`config.mk`:
```
export PLATFORM = sky130hd
export DESIGN_NAME = ap_seq_ctrl
export DESIGN_NICKNAME = d
export VERILOG_FILES = /design/src/rtl/ap_seq_ctrl.sv
export SDC_FILE = /design/constraint.sdc
export NUM_CORES = 1
export LEC_CHECK = 0
export BUFFER_PORTS_ARGS = -buffer_cell sky130_fd_sc_hd__clkbuf_2
export CELL_PAD_IN_SITES_DETAIL_PLACEMENT = 1
export CELL_PAD_IN_SITES_GLOBAL_PLACEMENT = 2
export CORE_MARGIN = 2
export CORE_UTILIZATION = 35
export CTS_CLUSTER_SIZE = 30
export DETAILED_ROUTE_END_ITERATION = 16
export PLACE_DENSITY_LB_ADDON = 0.2
export SLEW_MARGIN = 20
export SYNTH_ARGS = -nofsm -noshare
export SYNTH_HDL_FRONTEND = slang
export SYNTH_SLANG_ARGS = --single-unit
```
`constraint.sdc`:
```
create_clock -name ap_clk -period 20.3 [get_ports ap_clk]
set_input_delay 4.06 -clock ap_clk [delete_from_list [all_inputs] [get_ports ap_clk]]
set_output_delay 4.06 -clock ap_clk [all_outputs]
set_load 0.05 [all_outputs]
```
`src/rtl/ap_seq_ctrl.sv`:
```
// Run sequencer for an ap_ctrl_hs HLS core: periodic/software triggers, operand latch,
// start/ready/done handshake, result capture, watchdog abort and overrun detection.
module ap_seq_ctrl #(
  parameter int unsigned PERIOD  = 1000,
  parameter int unsigned TIMEOUT = 4096,
  parameter int unsigned DW      = 32
) (
  input  logic          ap_clk,
  input  logic          ap_rst,
  input  logic          enable,
  input  logic          sw_start,
  input  logic          err_clr,
  input  logic [DW-1:0] accel_x_in,
  input  logic [DW-1:0] yaw_in,
  input  logic [DW-1:0] start_point_in,
  input  logic [DW-1:0] end_point_in,
  output logic          acc_start,
  input  logic          acc_done,
  input  logic          acc_idle,
  input  logic          acc_ready,
  output logic [DW-1:0] acc_accel_x,
  output logic [DW-1:0] acc_yaw,
  output logic [DW-1:0] acc_start_point,
  output logic [DW-1:0] acc_end_point,
  input  logic [DW-1:0] acc_next_dirc,
  input  logic          acc_next_dirc_vld,
  output logic [DW-1:0] dirc_out,
  output logic          dirc_valid,
  output logic          busy,
  output logic          timeout_err,
  output logic          overrun_err,
  output logic [15:0]   run_count
);
  localparam int unsigned PW = (PERIOD  > 1) ? $clog2(PERIOD)  : 1;
  localparam int unsigned TW = (TIMEOUT > 1) ? $clog2(TIMEOUT) : 1;

  typedef enum logic [2:0] {S_IDLE, S_LATCH, S_START, S_WAIT, S_DONE} state_t;

  state_t        state, state_n;
  logic [PW-1:0] per_cnt;
  logic [TW-1:0] wd_cnt;
  logic          pending;
  logic          captured;
  logic [DW-1:0] dirc_stage;
  logic          tick, trigger, wd_expire, in_hs, take, finish, abort;

  always_ff @(posedge ap_clk or posedge ap_rst) begin
    if (ap_rst) state <= S_IDLE;
    else        state <= state_n;
  end

  // Next state plus the transition qualifiers used by the datapath.
  always_comb begin
    tick      = enable && (per_cnt == PW'(PERIOD - 1));
    trigger   = tick || sw_start;
    in_hs     = (state == S_START) || (state == S_WAIT);
    wd_expire = (wd_cnt == TW'(TIMEOUT - 1));
    state_n   = state;
    case (state)
      S_IDLE:  if ((trigger || pending) && acc_idle) state_n = S_LATCH;
      S_LATCH: state_n = S_START;
      S_START: begin
        if (acc_ready && acc_done) state_n = S_DONE;
        else if (wd_expire)        state_n = S_IDLE;
        else if (acc_ready)        state_n = S_WAIT;
      end
      S_WAIT: begin
        if (acc_done)       state_n = S_DONE;
        else if (wd_expire) state_n = S_IDLE;
      end
      S_DONE:  state_n = S_IDLE;
      default: state_n = S_IDLE;
    endcase
    take   = (state == S_IDLE) && (state_n == S_LATCH);
    finish = in_hs && (state_n == S_DONE);
    abort  = in_hs && (state_n == S_IDLE);
  end

  always_ff @(posedge ap_clk or posedge ap_rst) begin
    if (ap_rst) begin
      per_cnt         <= '0;
      wd_cnt          <= '0;
      pending         <= 1'b0;
      captured        <= 1'b0;
      dirc_stage      <= '0;
      acc_start       <= 1'b0;
      busy            <= 1'b0;
      acc_accel_x     <= '0;
      acc_yaw         <= '0;
      acc_start_point <= '0;
      acc_end_point   <= '0;
      dirc_out        <= '0;
      dirc_valid      <= 1'b0;
      timeout_err     <= 1'b0;
      overrun_err     <= 1'b0;
      run_count       <= '0;
    end else begin
      per_cnt    <= (enable && !tick) ? per_cnt + PW'(1) : '0;
      acc_start  <= (state_n == S_START);
      busy       <= (state_n != S_IDLE);
      dirc_valid <= 1'b0;

      // At most one queued request; a trigger arriving on top of it is lost.
      if (take)         pending <= pending && trigger;
      else if (trigger) pending <= 1'b1;

      if (trigger && pending && !take) overrun_err <= 1'b1;
      else if (err_clr)                overrun_err <= 1'b0;

      if (abort)        timeout_err <= 1'b1;
      else if (err_clr) timeout_err <= 1'b0;

      if (state == S_LATCH) begin
        acc_accel_x     <= accel_x_in;
        acc_yaw         <= yaw_in;
        acc_start_point <= start_point_in;
        acc_end_point   <= end_point_in;
        wd_cnt          <= '0;
        captured        <= 1'b0;
      end else if (in_hs) begin
        wd_cnt <= wd_cnt + TW'(1);
        if (acc_next_dirc_vld) begin
          captured   <= 1'b1;
          dirc_stage <= acc_next_dirc;
        end
      end

      // Result is staged during the run and published only when the run completes.
      if (finish) begin
        run_count <= run_count + 16'(1);
        if (captured || acc_next_dirc_vld) begin
          dirc_out   <= acc_next_dirc_vld ? acc_next_dirc : dirc_stage;
          dirc_valid <= 1'b1;
        end
      end
    end
  end

endmodule

```
==> summary.md, run 1 <==
A synthesized cell averages 15.0 um^2. Setup repair after global routing left no endpoint under its margin. The logs give 0.172 for the total routing resource utilization after global routing and 0.486 for the combinational fraction of design power.

The longest clock path from root to sink contains 3 buffers. Final setup TNS: 0 ns. The synthesized design contains 0 enable-type register cells.

The synthesized design contains 240 register bits. After detailed routing, the average wire length per cell comes to 18.2 um. The tools report the internal power consumption as 1360 uW. Across the run, the number of max-cap violations was 0. The clock drives 240 sinks.

The share of flip-flops with an asynchronous set or reset works out to 1.00. The logs give 0.470 for the final core utilization and 2859 for the fill cell total of the finished layout. The tools report the total CTS buffers as 28. Gates resized during post-CTS repair numbered 0. The net switching share of the total power works out to 0.462. The post-detailed-route count of antenna-violating nets was 0; the synthesized cell area was 9620 um^2.

The later pin in the worst-skew pair is clocked with a latency of 0.53 ns. Global-route wire length before repair: 39.4 mm. The part of the cycle the worst path needs was 0.288; the total wirelength of the detailed-routed design was 24.9 mm. The share of cells above drive strength 1 works out to 0.616. The number of cells on the worst reg-to-reg path is 4.

For the pin with the worst max-slew slack, the measured transition is 0.899 ns. The placed wire-length estimate was 17.7 mm; the final critical-path setup slack was 14.46 ns. Final number of setup-violating endpoints: 0.

Across the routed clock network, the largest skew measured is 0.00932 ns. The relative slew slack was 0.401; the portion of total power attributed to the clock network was 0.194. The minimum period implied by the final worst setup slack works out to 5.84 ns.

The starting utilization of the core area was 0.357; the total setup buffers inserted after CTS was 0. The floorplan step defined a die boundary enclosing 28800 um^2. The floorplan step set the die height to 170 um.

The first detailed-routing pass ran for 4 iterations. The number of different library cells used by synthesis comes to 41. For the routability congestion estimate, the log shows 0.718.

STA classifies the critical path endpoint as an asynchronous set/reset pin. The worst register-to-register path ends at acc_end_point[25]. For the H-tree level count, the log shows 1. The startpoint identified for the worst register-to-register timing path is state[1]. In this run the worst hold path is classified as flop to flop. The tools report the sequential share of power as 0.320. The tools report the row count as 60.

By startpoint and endpoint, the worst setup path is classified as input pin to asynchronous set/reset pin. The largest individual stage delay along the critical path comes from the cell sky130_fd_sc_hd__buf_4. The root buffer cell chosen for the clock tree is sky130_fd_sc_hd__clkbuf_16. The number of port buffers is 349.

Tracing the worst setup path back leads to its startpoint at ap_rst. In this design, the critical path's most frequently occurring cell is sky130_fd_sc_hd__buf_4. The initial antenna violation count came out at 1. Peak fanout along the critical path: 110.

The number of global-route vias before repair is 7122, and the register area share after synthesis is 0.624. The clock-pin slew of the registers on the worst-case setup and hold paths came out at 0.06 ns. The boundary pin count came out at 350. The run gives 27000 um^2 as the placeable core region.

The worst setup path is launched from an input pin. Entering global routing, the biggest net connects 111 pins. The area growth from synthesis to layout works out to 31.6%.

After technology mapping, the gate count stands at 643. The Yosys step of the flow raised 0 warnings. The most used flip-flop cell after synthesis is sky130_fd_sc_hd__dfrtp_1.

The average via count per standard cell was 4.78. The maximum frequency from static timing analysis is 0.171 GHz, and the net count of the mapped netlist is 815. The setup slack after placement is 13.72 ns.

For flop-to-flop paths, the worst setup slack is 17.78 ns. Leakage power of the design: 0.00606 uW. For this design the total switching power over the nets is 1170 uW.

The logs give 0 for the hold-fix buffer count after cts and 0 for the final number of hold-violating endpoints. The largest single stage delay on the critical path is 0.82 ns. Measured along the x axis, the die boundary spans 170 um. The worst-case vdd ir drop came out at 0.104 mV.

The run gives 6525 as the vias after detailed routing. For this design the ratio of total power to cell area is 200 nW/um^2. In this run, the number of DRC markers left after iteration 0 of detailed routing was 231. The flow ran to the end, and the final reports show no timing, DRC or antenna violations. STA puts the critical path data required time at 20.86 ns.

At the end of the flow, the number of nets in the layout was 1175. The total overflow left after global routing is 0. The critical path goes through clkbuf_2 -> inv_8 -> buf_4 -> buf_4.

TritonCTS built the clock tree. The tools report the capturing instance or port of the critical path as dirc_out[28]. After detailed routing, the number of remaining DRC violations is 0. Data arrives at the worst endpoint at 6.40 ns. The count of final max-slew check failures came out at 0.
-- state kept, by name, summed over array words and instances (netlist names) --
register	flops
acc_start	1
run_count	16
per_cnt	10
dirc_out	32
overrun_err	1
busy	1
acc_accel_x	32
dirc_stage	32
timeout_err	1
acc_end_point	32
pending	1
dirc_valid	1
acc_yaw	32
acc_start_point	32
captured	1
wd_cnt	12
state	3
-- critical path: cells and delay by family --
kind                   cells  cell delay [ns]
buffers and inverters      4             2.21
-- placed cells by master, fill, tap and decap left out, drive strengths merged, types with 3 or more instances in the layout --
| cell | instances |
|---|---|
| nand2 | 14 |
| nor4 | 3 |
| xor2 | 8 |
| nand3 | 10 |
| xnor2 | 22 |
| buf | 10 |
| clkbuf | 391 |
| or3 | 3 |
| inv | 5 |
| a21oi | 5 |
| and3 | 4 |
| mux2 | 225 |
| clkinv | 6 |
| nor2 | 22 |
| ha | 3 |
| dfrtp | 240 |
| o21ai | 6 |
| nor3 | 7 |
| and4 | 4 |
| nand4 | 11 |
-- cell usage after synthesis, types with 2 or more instances --
cell type,instances,share of area
sky130_fd_sc_hd__buf_2,13,0.0068
sky130_fd_sc_hd__and3_1,4,0.0026
sky130_fd_sc_hd__and2_1,2,0.0013
sky130_fd_sc_hd__nor3_1,7,0.0036
sky130_fd_sc_hd__clkbuf_1,13,0.0051
sky130_fd_sc_hd__dfrtp_1,240,0.62
sky130_fd_sc_hd__nand4_1,10,0.0065
sky130_fd_sc_hd__inv_1,5,0.0020
sky130_fd_sc_hd__and4_1,4,0.0036
sky130_fd_sc_hd__xor2_1,8,0.0073
sky130_fd_sc_hd__nor2b_1,2,0.0013
sky130_fd_sc_hd__nand2b_1,2,0.0013
sky130_fd_sc_hd__nand3_1,10,0.0052
sky130_fd_sc_hd__nand2_1,14,0.0055
sky130_fd_sc_hd__nor2_1,22,0.0086
sky130_fd_sc_hd__nor4_1,3,0.0020
sky130_fd_sc_hd__buf_1,3,0.0012
sky130_fd_sc_hd__xnor2_1,22,0.020
sky130_fd_sc_hd__o21ai_0,6,0.0031
sky130_fd_sc_hd__mux2_2,225,0.26
sky130_fd_sc_hd__a21oi_1,5,0.0026
sky130_fd_sc_hd__ha_1,3,0.0039
sky130_fd_sc_hd__or3_1,2,0.0013
-- layer usage --
metal,track usage,part of all wire,vias up
li1,-,-,2999
met2,0.295,0.50,218
met1,0.205,0.39,3268
met3,0.0595,0.089,40
met5,0,0,-
met4,0.0487,0.024,0
-- power by group through the flow --
stage	registers [uW]	clock network [uW]	logic [uW]
after global routing	841	527	1290
after global placement	806	0	1230
after detailed placement	816	0	1240
after floorplan	1400	0	355
after CTS	812	507	1240
final	809	491	1230
-- worst min path at each step --
stage / cells after the start / slack (ns) / endpoint / from
6_report: 1 / 0.48 / per_cnt[0] / per_cnt[0]
5_1_grt: 1 / 0.50 / per_cnt[0] / per_cnt[0]
4_1_cts: 1 / 0.48 / run_count[15] / run_count[15]
3_5_place_dp: 1 / 0.47 / run_count[15] / run_count[15]
3_3_place_gp: 1 / 0.46 / per_cnt[0] / per_cnt[0]
2_1_floorplan: 1 / 0.43 / per_cnt[0] / per_cnt[0]
-- cells by family after synthesis --
| group | synth area share |
|---|---|
| buffers and inverters | 0.0150 |
| adder cells (fa/ha/maj) | 0.00494 |
| AO/OA/AOI/OAI | 0.0130 |
| flip-flops | 0.624 |
| AND/OR/NAND/NOR | 0.0523 |
| XOR/XNOR | 0.0273 |
| multiplexers | 0.263 |
-- final cells by class --
| class | instances | area (um^2) | area share |
|---|---|---|---|
| diodes | 1 | 2.50 | 0.000198 |
| clock buffers | 42 | 805 | 0.0635 |
| clock inverters | 9 | 97.6 | 0.00771 |
| inverters | 5 | 26.3 | 0.00208 |
| multi-input cells | 369 | 3480 | 0.275 |
| flip-flops and latches | 240 | 6010 | 0.474 |
| well taps | 341 | 427 | 0.0337 |
| repair buffers | 359 | 1820 | 0.144 |
-- metrics by stage --
step,cell area [um^2],total power [uW],hold slack [ns],instances
finish,12700,2530,0.477,1366
global route,12700,2660,0.501,1366
CTS,12700,2560,0.483,1365
detailed placement,11800,2060,0.472,1314
global placement,11800,2040,0.457,1314
floorplan,9620,1750,0.433,643
Power figures use the tool's default switching activity.
==> inputs of run 2 (changes only) <==
CORE_UTILIZATION = 29   (was 35)
clock period = 4.7 ns   (was 20.3 ns; I/O delays follow)
==> run 2 against run 1 <==
Against the previous run:
- register-to-register slack got worse by 15 ns
- sequential cell count is the same
- clock skew decreased by 0.0021 ns
- non-clock buffer count down 1
- sequential power rose to 4.3 times the previous value
- worst setup slack worse by 12 ns
- die area up 20%
- total power increased to 4.4 times the previous value
- clock-buffer cell count rose by 2
- utilization shrank 7.3 points
- final area grew 2.3%
- critical path type is now flop to output port
- combinational power grew to 4.3 times the previous value
==> summary.md, run 2 (synthesized netlist as in run 1, its figures left out) <==
For the finished layout, the period the worst path requires is 2.28 ns. The critical path goes through clkbuf_2. For the placed wire-length estimate, the log shows 18.1 mm (+2.1%). The data required time at the worst endpoint is 3.76 ns (-17.10 ns), and the count of final max-slew check failures is 0 (unchanged).

The logs give 6110 uW (+350%) for the internal power consumption and 0.455 ns (-0.0213 ns) for the worst hold margin. The maximum frequency from static timing analysis was 0.439 GHz; the net switching share of the total power was 0.454 (-0.00813). TritonCTS built the clock tree. Number of port buffers: 349 (unchanged).

The final setup TNS is 0 ns (unchanged), and the share of cells above drive strength 1 is 0.622 (+0.00586). Clock-pin slew of the registers on the worst-case setup and hold paths: 0.06 ns (about the same). The starting utilization of the core area was 0.295 (-0.0620); the later-pin clock latency in the skew report was 0.54 ns (about the same).

The part of the cycle the worst path needs is 0.484, and the number of design rule violations left after detail routing is 0 (unchanged). The run gives 0.172 (-0.0334) as the met1 usage in global routing. The met2 layer usage reported by global route was 0.243 (-0.0523); the global-route met3 utilization was 0.0666 (+0.00712). Depth of the worst hold-timing path: 1 (unchanged).

The peak fanout along the critical path was 7 (-94%). The length in cells of the worst reg-to-reg path came out at 6 (+2). The area growth from synthesis to layout came out at 34.6%. STA classifies the critical path endpoint as an output port. The tools report the largest buffer count on any clock path as 3 (unchanged).

The total wirelength of the detailed-routed design was 25.7 mm (+3.2%). For the final number of hold-violating endpoints, the log shows 0 (unchanged). The combinational fraction of design power came out at 0.474 (-0.012).

The run gives 0 (-1) as the antenna diode count. The family of cells with the greatest summed delay on the critical path is flip-flops. In this run the most used layer during global routing was met2.

The total setup buffers inserted after CTS is 0 (unchanged), and the total die area is 34700 um^2 (+20%). The net count of the finished layout was 1175 (unchanged); the number of global-route vias before repair was 7081 (-0.58%). The critical path is of the flop to output port type.

The chip width was 186 um (+9.6%); the global-route wire length before repair was 40.0 mm (+1.4%). The run gives 0 (unchanged) as the count of instances resized after the clock tree is built. The vias after detailed routing came out at 6524 (-0.015%). The logs give 0.312 (-0.008) for the sequential share of power and 66 (+10%) for the row count. The initial antenna violation count is 0 (-1), and the die span in y is 186 um (+9.6%). The slowest stage of the critical path is the sky130_fd_sc_hd__dfrtp_1 cell. The iteration-0 DRC count of the detailed router was 175 (-24%); the leakage power of the design was 0.00613 uW (+1.1%).

Leaving out fill and tap cells, the most frequent cells in the layout are sky130_fd_sc_hd__clkbuf_2 (349), sky130_fd_sc_hd__dfrtp_1 (240), sky130_fd_sc_hd__mux2_2 (225). The number of max-cap violations is 0 (unchanged). The hold-fix buffer count after cts is 0 (unchanged), and the relative slew slack is 0.558 (+0.157).

In this run the clock root is driven by a sky130_fd_sc_hd__clkbuf_16. The routability congestion estimate is 0.726 (+1.1%), and the post-detailed-route count of antenna-violating nets is 0 (unchanged). The number of optimization iterations in the first detailed-route pass is 3 (-1). For the area of all sequential standard cells, the log shows 6010 um^2 (unchanged). The power density relative to cell area is 864 nW/um^2 (+330%). The run gives 0 (unchanged) as the leftover overflow at the end of global routing.

The tools report the worst-case vdd ir drop as 0.518 mV (+400%). The number of cells on the critical path is 1 (-3). The H-tree level count is 1 (unchanged). The routed wirelength normalized by instance count is 17.5 um (-3.8%).

The sort of element at the start of the critical path was a flop. Largest net degree at the start of global routing: 117 (+5.4%). The average via count per standard cell works out to 4.45 (-6.8%). The number of buffer and inverter stages on the critical path came out at 1 (-3). The portion of total power attributed to the clock network was 0.214 (+0.020). The final number of setup-violating endpoints is 0 (unchanged). The area of the multi-input gates came out at 3480 um^2 (unchanged).

Class of the most critical hold timing path: flop to flop. The flow ran to the end, and the final reports show no timing, DRC or antenna violations. The actual slew at the worst max-slew pin is 0.655 ns (-0.244 ns). The library cell used most frequently in the layout, excluding fill and tap cells, is sky130_fd_sc_hd__clkbuf_2. For the total routing resource utilization after global routing, the log shows 0.147 (-0.0254). The worst-case clock skew was 0.00721 ns (-0.00211 ns); the total CTS buffers was 29 (+3.6%). The tools report the placeable core region as 32600 um^2 (+21%). The clock sink count is 240 (unchanged). The highest cell delay on the worst timing path was 0.47 ns (-0.35 ns).

Net switching power: 5080 uW (+330%). The critical path data arrival time was 1.34 ns (-5.06 ns); the boundary pin count was 350 (unchanged). Setup repair after global routing left no endpoint under its margin. For the fill cell total of the finished layout, the log shows 3493 (+22%).
==> run 2: cell types whose count changed in the layout (fill, tap and decap cells not counted), sizes merged <==
cell / before / now
inv: 5 / 4
clkinvlp: 1 / 2
diode: 1 / 0
bufinv: 2 / 4
clkbuf: 391 / 393
clkinv: 6 / 3
buf: 10 / 9
==> run 2: layout make-up <==
cell class | count | area share
sequential | 240 | 0.464
multi-input combinational | 369 | 0.269
timing repair buffer | 358 | 0.143
clock buffer | 44 | 0.0689
tap | 442 | 0.0427
clock inverter | 8 | 0.0113
inverter | 5 | 0.00174
==> run 2: power groups by stage <==
| stage | Combinational [uW] | Clock (uW) | Sequential [uW] |
|---|---|---|---|
| floorplan | 1530 | 0 | 6040 |
| global placement | 5340 | 0 | 3490 |
| detailed placement | 5400 | 0 | 3520 |
| CTS | 5390 | 2490 | 3510 |
| global route | 5600 | 2560 | 3630 |
| finish | 5310 | 2400 | 3490 |
==> run 2: final timing paths <==
path,startpoint,to,slack [ns]
worst max register to register,state[2],dirc_out[13],2.59
min in group asynchronous,ap_rst,acc_yaw[18],0.48
worst min-delay path,per_cnt[0],per_cnt[0],0.46
max in group asynchronous,ap_rst,acc_end_point[6],3.17
worst min register to register,per_cnt[0],per_cnt[0],0.46
worst max-delay path,run_count[2],run_count[2],2.42
==> run 2: per-layer routing <==
layer,vias to the layer above,part of all wire
li1,3000,-
met1,3249,0.39
met2,229,0.48
met3,46,0.11
met4,0,0.025
met5,-,0
==> run 2: per-stage QoR <==
| stage | worst slack [ns] | cell area (um^2) | power (uW) | instances | utilization |
|---|---|---|---|---|---|
| after floorplan | 0.612 | 9630 | 7570 | 643 | - |
| after global placement | 2.05 | 11900 | 8830 | 1414 | 0.365 |
| after detailed placement | 2.04 | 11900 | 8920 | 1414 | 0.365 |
| after CTS | 2.37 | 12900 | 11400 | 1466 | 0.397 |
| after global routing | 2.36 | 12900 | 11800 | 1466 | 0.397 |
| final | 2.42 | 12900 | 11200 | 1466 | 0.397 |
==> inputs of run 3 (changes only) <==
CORE_UTILIZATION = 33   (was 29)
clock period = 2.15 ns   (was 4.7 ns; I/O delays follow)
==> run 3 against run 2 <==
Against the previous run:
- utilization rose by 5.3 points
- die area fell by 12%
- highest routed layer unchanged
- final area fell by 0.16%
- hold slack got worse by 0.39 ns
- critical endpoint is now busy
==> summary.md, run 3 (synthesized netlist as in run 1, its figures left out) <==
The run finished with clean final reports. The worst-case clock skew is 0.0120 ns (+0.00480 ns). Hold-fix buffer count after cts: 0 (unchanged). The routability congestion estimate is 0.720 (-0.83%), and the leftover overflow at the end of global routing is 0 (unchanged).

The row count is 62 (-6.1%). The number of optimization iterations in the first detailed-route pass was 4 (+1); the placed wire-length estimate was 18.8 mm (+3.7%). The tools report the final number of setup-violating endpoints as 0 (unchanged). Setup repair after global routing left no endpoint under its margin.

The filler-free cell count of the finished design was 1423 (-2.9%); the post-detailed-route count of antenna-violating nets was 0 (unchanged). The top cell types in the final layout, fill and taps aside, are sky130_fd_sc_hd__clkbuf_2 (349), sky130_fd_sc_hd__dfrtp_1 (240), sky130_fd_sc_hd__mux2_2 (225). The final setup TNS is 0 ns (unchanged), and the clock-pin slew of the registers on the worst-case setup and hold paths is 0.06 ns (about the same). The met1 usage in global routing came out at 0.188 (+0.0164).

The peak fanout along the critical path works out to 5 (-2). Overall power after layout: 24100 uW (+120%). The final core utilization came out at 0.450 (+0.0534).

The logs give 3480 um^2 (unchanged) for the area of the multi-input gates and 0 (unchanged) for the count of final max-slew check failures. The total routing resource utilization after global routing is 0.169 (+0.0218). The number of max-cap violations was 0 (unchanged); the worst hold margin was 0.0641 ns (-0.391 ns). For the total CTS buffers, the log shows 28 (-3.4%). The critical path data arrival time is 2.43 ns (+1.09 ns). Later-pin clock latency in the skew report: 0.54 ns (about the same).

Boundary pin count: 350 (unchanged). For the starting utilization of the core area, the log shows 0.335 (+0.0402). The run gives 0 (unchanged) as the number of design rule violations left after detail routing. TritonCTS built the clock tree.

For the global-route wire length before repair, the log shows 41.0 mm (+2.7%). Leakage power of the design: 0.00615 uW (+0.44%). Critical path class: flop to flop. Leaving out fill and tap cells, the most frequent cell in the layout is sky130_fd_sc_hd__clkbuf_2. Area of all sequential standard cells: 6010 um^2 (unchanged).

The power density relative to cell area was 1860 nW/um^2 (+120%); the routed wirelength normalized by instance count was 18.2 um (+3.9%). Minimum period implied by the final worst setup slack: 2.04 ns. The die span in y was 175 um (-6.1%); the total wirelength of the detailed-routed design was 25.9 mm (+0.90%). The area growth from synthesis to layout is 34.4%. The net count of the finished layout was 1188 (+1.1%); the share of cells above drive strength 1 was 0.618 (-0.00357). The average via count per standard cell was 4.64 (+4.3%).

Clock tree synthesis selected as its root buffer the cell sky130_fd_sc_hd__clkbuf_16. The iteration-0 DRC count of the detailed router was 189 (+8.0%); the total die area was 30500 um^2 (-12%). The actual slew at the worst max-slew pin was 0.577 ns (-0.0775 ns). The fill cell total of the finished layout came out at 3062 (-12%). The part of the cycle the worst path needs came out at 0.947. The maximum frequency from static timing analysis was 0.491 GHz. The global-route met3 utilization is 0.0777 (+0.0111).

In this run the worst hold path is classified as input pin to asynchronous set/reset pin. STA classifies the critical path startpoint as a flop. The data required time at the worst endpoint is 2.54 ns (-1.22 ns). The placeable core region is 28700 um^2 (-12%), and the H-tree level count is 1 (unchanged). The final number of hold-violating endpoints was 0 (unchanged); the chip width was 175 um (-6.1%). The logs give 7418 (+4.8%) for the number of global-route vias before repair and 1 (+1) for the initial antenna violation count. The kind of end point of the critical path is a flop. The met2 layer usage reported by global route was 0.294 (+0.0513); the cell count after placement was 1369 (-3.2%). Relative slew slack: 0.610 (+0.0524). The number of port buffers was 349 (unchanged). The layer with the highest usage after global routing was met2. The largest net degree at the start of global routing is 87 (-26%).

The vias after detailed routing was 6608 (+1.3%). The largest buffer count on any clock path was 3 (unchanged); the clock sink count was 240 (unchanged). The worst-case vdd ir drop came out at 1.07 mV (+110%).
## run 3: cell types whose count changed in the layout (fill, tap and decap cells not counted), sizes merged
cell      change
clkinv        -1
buf          +14
clkinvlp      -1
bufinv        -4
clkbuf        +6
diode         +1
## run 3: final cells by class
class                      instances  share of cell area
sequential                       240               0.465
inverter                           5             0.00174
antenna                            1            0.000194
timing repair buffer             372               0.158
tap                              384              0.0372
multi-input combinational        369               0.269
clock buffer                      50              0.0684
clock inverter                     2            0.000774
## run 3: worst max-delay path, cell delays in order, from the launching register on
cell	delay, ns
sky130_fd_sc_hd__dfrtp_1	0.47
sky130_fd_sc_hd__nand4_4	0.13
sky130_fd_sc_hd__or4_4	0.51
sky130_fd_sc_hd__a31o_1	0.26
sky130_fd_sc_hd__or4b_1	0.53
## run 3: through the flow
step	area (um^2)	setup slack (ns)
floorplan	9630	-1.43
global placement	12000	0.167
detailed placement	12000	0.126
CTS	12900	0.0689
global route	12900	0.0154
finish	12900	0.113
## run 3: timing repair
action                                  4_1_cts  5_1_grt
resized for setup                             0        0
setup buffers                                 0        1
endpoints found under the setup margin        0        1
## run 3: final timing paths
check	start	to	slack (ns)	cells after the start
min in group ap_clk	end_point_in[31]	acc_end_point[31]	0.12	2
worst min-delay path	ap_rst	dirc_stage[22]	0.06	3
max in group asynchronous	ap_rst	acc_end_point[4]	1.69	3
worst max-delay path	wd_cnt[2]	busy	0.11	4
worst max register to register	wd_cnt[2]	busy	0.11	4
worst min register to register	run_count[15]	run_count[15]	0.47	1
## run 3: per-layer routing
layer / vias to the layer above / share of wire / wire length [um]
li1: 3040 / - / -
met1: 3315 / 0.37 / 9640
met2: 222 / 0.50 / 13000
met3: 31 / 0.11 / 2940
met4: 0 / 0.012 / 316
met5: - / 0 / 0
## run 3: where the power goes
group / switching, uW / total, uW / internal (uW)
Clock: 1830 / 4580 / 2750
Sequential: 1090 / 7630 / 6540
Combinational: 8190 / 11900 / 3690
Total: 11100 / 24100 / 13000
